[src/rtl/uart_rx_ctrl.sv]
// UART receive frame controller: start-edge detect, baud generator gating,
// mid-bit sampling of start/data/parity/stop, and a one-deep valid/ready output.
module uart_rx_ctrl #(
  parameter int DATA_BITS  = 8,
  parameter int PARITY_EN  = 0,
  parameter int PARITY_ODD = 0
) (
  input  logic                 clk,
  input  logic                 reset,
  input  logic                 rxd,
  output logic                 bps_en,
  input  logic                 bps_clk,
  output logic [DATA_BITS-1:0] rx_data,
  output logic                 rx_valid,
  input  logic                 rx_ready,
  output logic                 frame_err,
  output logic                 parity_err,
  output logic                 overrun,
  output logic                 busy
);

  localparam logic       PAR_EN   = (PARITY_EN != 0);
  localparam logic       PAR_ODD  = (PARITY_ODD != 0);
  localparam logic [3:0] LAST_BIT = 4'(DATA_BITS - 1);

  typedef enum logic [2:0] {IDLE, START, DATA, PARITY, STOP} state_e;

  state_e               state_q, state_d;
  logic                 rxd_m_q, rxd_m_d;
  logic                 rxd_s_q, rxd_s_d;
  logic                 rxd_p_q, rxd_p_d;
  logic                 bps_en_q, bps_en_d;
  logic [3:0]           bit_cnt_q, bit_cnt_d;
  logic [DATA_BITS-1:0] shift_q, shift_d;
  logic                 par_bit_q, par_bit_d;
  logic [DATA_BITS-1:0] data_q, data_d;
  logic                 valid_q, valid_d;
  logic                 ferr_q, ferr_d;
  logic                 perr_q, perr_d;
  logic                 ovr_q, ovr_d;

  logic start_edge, accept, can_load, perr_calc;

  assign start_edge = rxd_p_q & ~rxd_s_q;
  assign accept     = valid_q & rx_ready;
  assign can_load   = ~valid_q | accept;
  assign perr_calc  = PAR_EN & ((^shift_q ^ par_bit_q) != PAR_ODD);

  // NOTE: every _d gets a default before the case so no path leaves it unassigned (no latches).
  always_comb begin
    rxd_m_d   = rxd;
    rxd_s_d   = rxd_m_q;
    rxd_p_d   = rxd_s_q;
    state_d   = state_q;
    bps_en_d  = bps_en_q;
    bit_cnt_d = bit_cnt_q;
    shift_d   = shift_q;
    par_bit_d = par_bit_q;
    data_d    = data_q;
    ferr_d    = ferr_q;
    perr_d    = perr_q;
    ovr_d     = 1'b0;
    valid_d   = accept ? 1'b0 : valid_q;

    case (state_q)
      IDLE: begin
        if (start_edge) begin
          state_d  = START;
          bps_en_d = 1'b1;
        end
      end
      START: begin
        if (bps_clk) begin
          if (rxd_s_q) begin
            state_d  = IDLE;
            bps_en_d = 1'b0;
          end else begin
            bit_cnt_d = '0;
            state_d   = DATA;
          end
        end
      end
      DATA: begin
        if (bps_clk) begin
          shift_d   = {rxd_s_q, shift_q[DATA_BITS-1:1]};
          bit_cnt_d = bit_cnt_q + 4'd1;
          if (bit_cnt_q == LAST_BIT) state_d = PAR_EN ? PARITY : STOP;
        end
      end
      PARITY: begin
        if (bps_clk) begin
          par_bit_d = rxd_s_q;
          state_d   = STOP;
        end
      end
      STOP: begin
        // Leaving at mid-stop-bit lets a back-to-back start edge be caught.
        if (bps_clk) begin
          state_d  = IDLE;
          bps_en_d = 1'b0;
          if (can_load) begin
            data_d  = shift_q;
            ferr_d  = ~rxd_s_q;
            perr_d  = perr_calc;
            valid_d = 1'b1;
          end else begin
            ovr_d = 1'b1;
          end
        end
      end
      default: begin
        state_d  = IDLE;
        bps_en_d = 1'b0;
      end
    endcase
  end

  // NOTE: sequential state uses non-blocking assignments only.
  always_ff @(posedge clk or posedge reset) begin
    if (reset) begin
      rxd_m_q   <= 1'b1;
      rxd_s_q   <= 1'b1;
      rxd_p_q   <= 1'b0;
      state_q   <= IDLE;
      bps_en_q  <= 1'b0;
      bit_cnt_q <= '0;
      shift_q   <= '0;
      par_bit_q <= 1'b0;
      data_q    <= '0;
      valid_q   <= 1'b0;
      ferr_q    <= 1'b0;
      perr_q    <= 1'b0;
      ovr_q     <= 1'b0;
    end else begin
      rxd_m_q   <= rxd_m_d;
      rxd_s_q   <= rxd_s_d;
      rxd_p_q   <= rxd_p_d;
      state_q   <= state_d;
      bps_en_q  <= bps_en_d;
      bit_cnt_q <= bit_cnt_d;
      shift_q   <= shift_d;
      par_bit_q <= par_bit_d;
      data_q    <= data_d;
      valid_q   <= valid_d;
      ferr_q    <= ferr_d;
      perr_q    <= perr_d;
      ovr_q     <= ovr_d;
    end
  end

  assign bps_en     = bps_en_q;
  assign rx_data    = data_q;
  assign rx_valid   = valid_q;
  assign frame_err  = ferr_q;
  assign parity_err = perr_q;
  assign overrun    = ovr_q;
  assign busy       = (state_q != IDLE);

endmodule
[config.mk]
export PLATFORM = sky130hd
export DESIGN_NAME = uart_rx_ctrl
export DESIGN_NICKNAME = d
export VERILOG_FILES = /design/src/rtl/uart_rx_ctrl.sv
export SDC_FILE = /design/constraint.sdc
export NUM_CORES = 1
export LEC_CHECK = 0
export CAP_MARGIN = 20
export CORE_MARGIN = 2
export CORE_UTILIZATION = 45
export CTS_CLUSTER_SIZE = 40
export DETAILED_ROUTE_END_ITERATION = 8
export PLACE_DENSITY = 0.68
export SLEW_MARGIN = 30
export SYNTH_ARGS = -nofsm -noshare
export SYNTH_HDL_FRONTEND = slang
export SYNTH_SLANG_ARGS = --single-unit
[constraint.sdc]
create_clock -name clk -period 2.3 [get_ports clk]
set_input_delay 0.345 -clock clk [delete_from_list [all_inputs] [get_ports clk]]
set_output_delay 0.345 -clock clk [all_outputs]
set_load 0.01 [all_outputs]
==> summary.txt <==
Run status
  – Run status: finished clean

Worst setup path
  – Cell count of the worst reg-to-reg path: 3
  – Worst reg-to-reg setup slack: 600 ps
  – Critical Path RT: 1960 ps
  – CP Capture Type: output pin
  – CP Class: register to output pin
  – Worst EP arrival: 1730 ps
  – R2r endpoint: bps_en
  – Launching point of the worst reg2reg path: state_q[2]
  – CP Max Fanout: 13
  – CP Launch Type: register

Global route
  – Total gr overflow: 0
  – GRT Total Usage: 0.152
  – First-pass GRT wire length: 3770 um
  – Largest net degree at the start of global routing: 31
  – Antenna violations before repair: 0
  – Vias in the first global route: 833

CTS
  – CTS buffer count: 5
  – Cts hold-fix bufs: 0
  – CTS tree: built
  – PostCTS Resize Cnt: 0
  – Setup Buffers After CTS: 0
  – Clock buffer depth: 2
  – Clock Sinks: 30
  – Root buf cell: clkbuf_4
  – Clk Latency, worst-skew pair: 330 ps
  – Clock transition at the registers of the reported paths: 90 ps
  – CTS H-tree lvls: 2

Final layout
  – Area Growth Syn to Fin: 18.3%
  – Fillers: 226
  – Nets: 123
  – Final std cells w/o fill: 149
  – Layout cells sized above 1: 0.246
  – # diodes: 0

Power and ir drop
  – Sequential share of power: 0.474
  – Logic pwr share: 0.377
  – Leakage Power: 0.683 nW
  – Power Dens Cells: 1300 nW/um^2
  – Switching share of power: 0.331
  – Clk network pwr share: 0.149
  – Pint: 0.00132 W
  – Peak supply drop: 0.789 mV
  – Sw power: 0.000653 W

Worst hold path
  – Hold path endpoint: rxd_p_d
  – Worst hold path type: register to register
  – Hold Path Origin: rxd_m_q
  – WHS Path Cells: 0

Logic synthesis
  – Post-Syn Instances: 98
  – Top FF cell, synth: dfrtp_1
  – Synth top cells by count: dfrtp_1 (28), mux2_2 (16), inv_1 (4)
  – Count leader, synth: dfrtp_1
  – Register area share after synthesis: 0.587
  – Biggest area consumer among synthesized cells: dfrtp_1
  – Yosys top cell area share: 0.546
  – Seq cells post-synth: 30
  – Post-synth EDFFs: 0
  – Ys async rst share: 1.00
  – Synthesized area: 1280 sq um
  – Syn nets: 104
  – Top cells by area, synth: dfrtp_1 (55%), mux2_2 (14%), dfstp_2 (4.1%), mux2i_1 (1.6%), a22o_1 (1.4%)
  – Post-synthesis area per instance: 13.1 sq um
  – Netlist cell types: 36
  – Yosys warning total: 0

STA
  – RSZ-0062 raised after global routing: no
  – Final Critical Period: 2070 ps
  – Hold Fails Final Rpt: 0
  – Setup violations, final: 0
  – FMAX: 482 MHz
  – Clk_skew: 11.6 ps
  – Fin crit share: 0.902
  – Total Neg Setup Slack: 0 ps
  – Final Slew Violations: 0

Placed design
  – Routability cong.: 0.678
  – Post-Place Cells: 141
  – Port Buf Inserts: 17
  – DP HPWL: 1370 um

Drt
  – Routed Antenna Nets: 0
  – DRT Wirelength: 2060 um
  – Wire length per cell: 13.8 um
  – Vias per Instance: 5.37
  – Initial drt markers: 10
  – Via count: 800
  – 1st-pass router iterations: 4
  – DR DRC count: 0

Die
  – Die Height: 57.4 um
  – Die Span X: 57.4 um
  – IO Pins: 19
  – Die area: 3300 sq um
  – Core Rows: 19
  – Core ar.: 2730 sq um
  – Initial Util: 0.470

Run
  – MaxCap Viol Count: 0
power groups by stage:
stage                     Sequential, W  Combinational (W)  Clock [W]
after floorplan                0.000899           0.000507          0
after global placement         0.000935           0.000730          0
after detailed placement       0.000946           0.000752          0
after CTS                      0.000938           0.000756   0.000306
after global routing           0.000973           0.000817   0.000339
final                          0.000937           0.000744   0.000294
how the worst max path moves through the flow:
stage,startpoint,cells after the start,to
after detailed placement,bps_clk,3,shift_q[4]
after CTS,state_q[2],2,busy
after floorplan,state_q[2],3,bps_en
final,state_q[2],2,busy
after global placement,bps_clk,3,shift_q[0]
after global routing,state_q[2],2,busy
sequential cells by signal (all words and copies together) (netlist names):
name / count
bit_cnt_q: 4
bps_en: 1
frame_err: 1
overrun: 1
rx_data: 8
rx_valid: 1
rxd_m_q: 1
rxd_p_d: 1
rxd_p_q: 1
shift_q: 8
state_q: 3
worst max-delay path, stage by stage, from the launching register on:
cell and delay (ps):
dfrtp_1 520, or3_1 410, clkdlybuf4s50_1 480
stage by stage:
stage	power, W	instance area, sq um	hold slack, ps	worst slack [ps]	util
final	0.00198	1520	359	225	0.556
after global routing	0.00213	1520	368	136	0.556
after CTS	0.00200	1520	361	210	0.556
after detailed placement	0.00170	1470	349	327	0.538
after global placement	0.00167	1470	348	378	0.538
after floorplan	0.00141	1280	345	819	-
per-layer routing:
| metal | share of wire | GRT usage |
|---|---|---|
| met1 | 0.51 | 0.208 |
| met2 | 0.44 | 0.211 |
| met3 | 0.047 | 0.0680 |
| met4 | 0.011 | 0.0598 |
| met5 | 0 | 0 |
cell type report:
class	count	area, sq um	area share
inverter	4	15.0	0.00988
multi-input combinational	58	485	0.320
tap	31	38.8	0.0255
clock buffer	8	48.8	0.0321
sequential	30	753	0.496
timing repair buffer	18	178	0.117
cells in the final DEF (no fill, tap or decap), types with 2 or more instances in the layout:
| master | netlist | routed |
|---|---|---|
| a21oi_1 | 3 | 3 |
| a22o_1 | 2 | 2 |
| and3b_1 | 2 | 2 |
| clkbuf_1 | 2 | 3 |
| clkbuf_4 | 0 | 5 |
| clkdlybuf4s50_1 | 0 | 17 |
| dfrtp_1 | 28 | 28 |
| dfstp_2 | 2 | 2 |
| inv_1 | 4 | 4 |
| mux2_2 | 16 | 16 |
| mux2i_1 | 2 | 2 |
| nand2_1 | 3 | 3 |
| nand3_1 | 3 | 3 |
| nor2_1 | 3 | 3 |
| nor2b_1 | 2 | 2 |
| o21a_1 | 2 | 2 |
cells by family after synthesis:
group,after synthesis,share of synthesized area
AOI/OAI and AO/OA,12,0.0663
xor gates and xnor gates,1,0.00682
adders and majority gates,1,0.00975
buffers and inverters,10,0.0351
DFF,30,0.587
muxes,18,0.156
other,1,0.00292
and+or+nand+nor,25,0.136
(Power assumes the default switching activity.)
==> edit 1, RTL diff (config.mk and constraints unchanged) <==
Register the output `parity_err` once more; this adds one clock of latency there. The other outputs are not delayed to match.
--- a/src/rtl/uart_rx_ctrl.sv
+++ b/src/rtl/uart_rx_ctrl.sv
@@ -152,7 +152,9 @@
   assign rx_data    = data_q;
   assign rx_valid   = valid_q;
   assign frame_err  = ferr_q;
-  assign parity_err = perr_q;
+  always_ff @(posedge clk) begin
+    parity_err <= perr_q;
+  end
   assign overrun    = ovr_q;
   assign busy       = (state_q != IDLE);
 
Behaviour: no difference found for any inputs over 10 cycles, from zero or initial values and one cycle with reset high; that may be too few to reach the edited logic, so the function may still have changed.
==> edit 1 against the unedited design <==
- design area increased by 4.9%
- the flow now finishes with violations (design-rule violations)
- cell count increased by 0.67%
- setup slack improved by 0.037 ns
- sequential power decreased by 6.1%
- sequential cell count unchanged
- routed wire length increased by 8.6%
- global-route usage increased by 0.088 points
- total power decreased by 5.6%
- synthesized area increased by 5.8%
- largest cell class unchanged
==> edit 1: results (changes against the unedited design) <==
* Post-Route Skew at 0.0123 ns (+0.000713 ns)
* Clock latency on the worst-skew pair at 0.32 ns
* Synthesis Warnings at 0 (unchanged)
* Postcts setup bufs at 0 (unchanged)
* Post-DP Area at 0.00153 mm^2 (+4.0%)
* DR WL/cell at 14.9 um (+7.9%)
* DP HPWL at 1.52 mm (+10%)
* Pre-Repair DR Iteration Count at 6 (+2)
* Worst-path fanout max at 11 (-2)
* Hold Path Stages at 0 (unchanged)
* WL final at 2.24 mm (+8.6%)
* Mux share of post-synthesis cell area at 17.6% (+2.0 points)
* Worst Hold Endpoint: rxd_p_d$_DFF_PP1_
* Hold Slack at 0.359 ns (-0.000588 ns)
* Setup crit start: state_q[0]$_DFFE_PP0P_
* Rel. slew slack at 66.3%
* P_seq at 880 uW (-6.1%)
* Reg2reg end: shift_q[7]$_DFFE_PP0P_
* Fillers at 250 (+11%)
* Final Net Count at 124 (+0.81%)
* DR iter-0 viols at 26 (+16)
* R2R setup slack at 0.65 ns (+0.05 ns)
* Yosys cell types at 36 (unchanged)
* Adder-cell area share of the yosys netlist at 0.921% (-0.054 points)
* Vias per inst at 5.48 (+2.1%)
* All-Layer GR Usage at 15.3% (+0.088 points)
* Post-synthesis compound-gate area fraction at 7.46% (+0.83 points)
* Largest net degree at the start of global routing at 31 (unchanged)
* Leakage power at 0.000715 uW (+4.8%)
* Crit path DAT at 1.69 ns (-0.04 ns)
* Critical hold path startpoint: rxd_m_q$_DFF_PP1_
* Cells after synthesis at 98 (unchanged)
* Pwr per Cell Area at 1170 mW/mm^2 (-10%)
* CTS H-tree depth at 2 (unchanged)
* Failing checks: design-rule violations
* Xor/xnor cell area share of the yosys netlist at 0.645% (-0.038 points)
* Crit-path leading delay family: flip-flops
* Antenna Cells at 0 (unchanged)
* Top post-synthesis cells by count: dfrtp_1, mux2_2, mux2_4, inv_1, nand2_1
* First-pass GRT wire length at 3.84 mm (+1.8%)
* Vias in the first global route at 803 (-3.6%)
* Worst R2R Path Depth at 3 (unchanged)
* Synth area leaders: dfrtp_1, mux2_2, mux2_4, dfstp_2, buf_6
* Reg2reg start: state_q[1]$_DFFE_PP0P_
* Fraction of layout cells with a size suffix above 1 at 30.3% (+5.7 points)
* Maximum vdd drop at 0.000555 V (-30%)
* Register area share after synthesis at 55.4% (-3.2 points)
* Status: finished with violations
* Internal power at 1270 uW (-4.1%)
* Slowest Stage Delay on Critical Path at 0.67 ns (+0.15 ns)
* Routability congestion estimate at 0.751 (+11%)
* Post-route DRC at 2 (+2)
* Clock Power Share at 17.9% (+3.0 points)
* Clk buf depth at 2 (unchanged)
* Synth async-reset ratio at 100% (unchanged)
* Dpl cells at 142 (+0.71%)
-- edit 1: routing by layer --
| metal | track usage [%] | wire (um) | share of wire [%] | vias up |
|---|---|---|---|---|
| met5 | 0 | 0 | 0 | - |
| met4 | 7.79 | 45 | 2.0 | 0 |
| met1 | 19.9 | 1040 | 46 | 407 |
| met3 | 5.05 | 124 | 5.5 | 7 |
| met2 | 22.7 | 1030 | 46 | 25 |
| li1 | - | - | - | 383 |
-- edit 1: metrics by stage --
stage          setup slack [ns]  utilization, %
3_5_place_dp              0.525            54.5
2_1_floorplan             0.949               -
5_1_grt                   0.169            56.8
3_3_place_gp              0.547            54.5
4_1_cts                   0.246            56.8
6_report                  0.262            56.8
-- edit 1: area by class of cell --
type / count / area share [%]
clock inverter: 2 / 0.786
inverter: 4 / 0.943
clock buffer: 6 / 3.22
timing repair buffer: 19 / 11.6
sequential: 30 / 47.3
multi-input combinational: 58 / 33.7
tap: 31 / 2.44
==> edit 2, RTL diff (same flow settings) <==
Made on the original files. Change the parameter `DATA_BITS` from 8 to 7.
--- a/src/rtl/uart_rx_ctrl.sv
+++ b/src/rtl/uart_rx_ctrl.sv
@@ -1,7 +1,7 @@
 // UART receive frame controller: start-edge detect, baud generator gating,
 // mid-bit sampling of start/data/parity/stop, and a one-deep valid/ready output.
 module uart_rx_ctrl #(
-  parameter int DATA_BITS  = 8,
+  parameter int DATA_BITS  = 7,
   parameter int PARITY_EN  = 0,
   parameter int PARITY_ODD = 0
 ) (
Interface: changed (resized rx_data); port bits go from 19 to 18. No check against the original RTL was run, so the function may have changed too.
==> edit 2 against the unedited design <==
- total power is 9.8% lower
- first-iteration DRC count is 50% higher
- design area is 5.2% lower
- register-to-register slack better by 0.07 ns
- synthesized area is 4.4% lower
- sequential cell count is 2 lower
- routed wire length is 7.9% lower
- setup slack worse by 0.052 ns
- via count is 7.9% lower
==> edit 2: results (changes against the unedited design) <==
* Status: completed
* Core Util, Final at 57.1% (+1.5 points)
* All-Layer GR Usage at 14.1% (-1.1 points)
* Non-CTS buffers at 19 (+1)
* Tightest Hold Check Type: in2async
* Routability congestion estimate at 0.704 (+3.9%)
* Final sequential cell count at 28 (-6.7%)
* Met1 wire length at 931 um (-11%)
* CTS H-tree depth at 1 (-1)
* Port Buf Inserts at 16 (-1)
* DR WL/cell at 13.4 um (-3.3%)
* Internal power at 1180 uW (-11%)
* Slowest Stage Delay on Critical Path at 0.57 ns (+0.05 ns)
* CLK BUF at 4 (-4)
* Post-Route Skew at 0.00565 ns (-0.00598 ns)
* Nonclk inv count at 3 (-1)
* GR Layer Usage met2 at 22.0% (+0.91 points)
* Number of buffers created by CTS at 3 (-2)
* Multi-input logic portion of the cell area at 32.6% (+0.62 points)
* Final Net Count at 120 (-2.4%)
* Net Count, Synth at 102 (-1.9%)
* Yosys cell types at 33 (-8.3%)
* Crit path DAT at 1.78 ns (+0.05 ns)
* WL final at 1.90 mm (-7.9%)
* Via count at 737 (-7.9%)
* Xor/xnor cell area share of the yosys netlist at 0.714% (+0.031 points)
* Met2 WL post-DR at 878 um (-2.1%)
edit 2: worst paths after layout:
path / to / slack [ns] / start
setup / recovery: busy / 0.17 / state_q[2]$_DFFE_PP0P_
setup reg to reg: shift_q[2]$_DFFE_PP0P_ / 0.67 / state_q[2]$_DFFE_PP0P_
max in group asynchronous: rxd_p_d$_DFF_PP1_ / 1.65 / reset
hold reg to reg: rxd_p_d$_DFF_PP1_ / 0.37 / rxd_m_q$_DFF_PP1_
hold / removal: rx_data[0]$_DFFE_PP0P_ / 0.36 / reset
min in group clk: rxd_p_d$_DFF_PP1_ / 0.37 / rxd_m_q$_DFF_PP1_
edit 2: power groups by stage:
stage	combinational (uW)	sequential [uW]	clock [uW]
6_report	663	886	232
3_5_place_dp	670	900	0
2_1_floorplan	482	834	0
3_3_place_gp	653	889	0
5_1_grt	737	921	262
4_1_cts	674	890	245
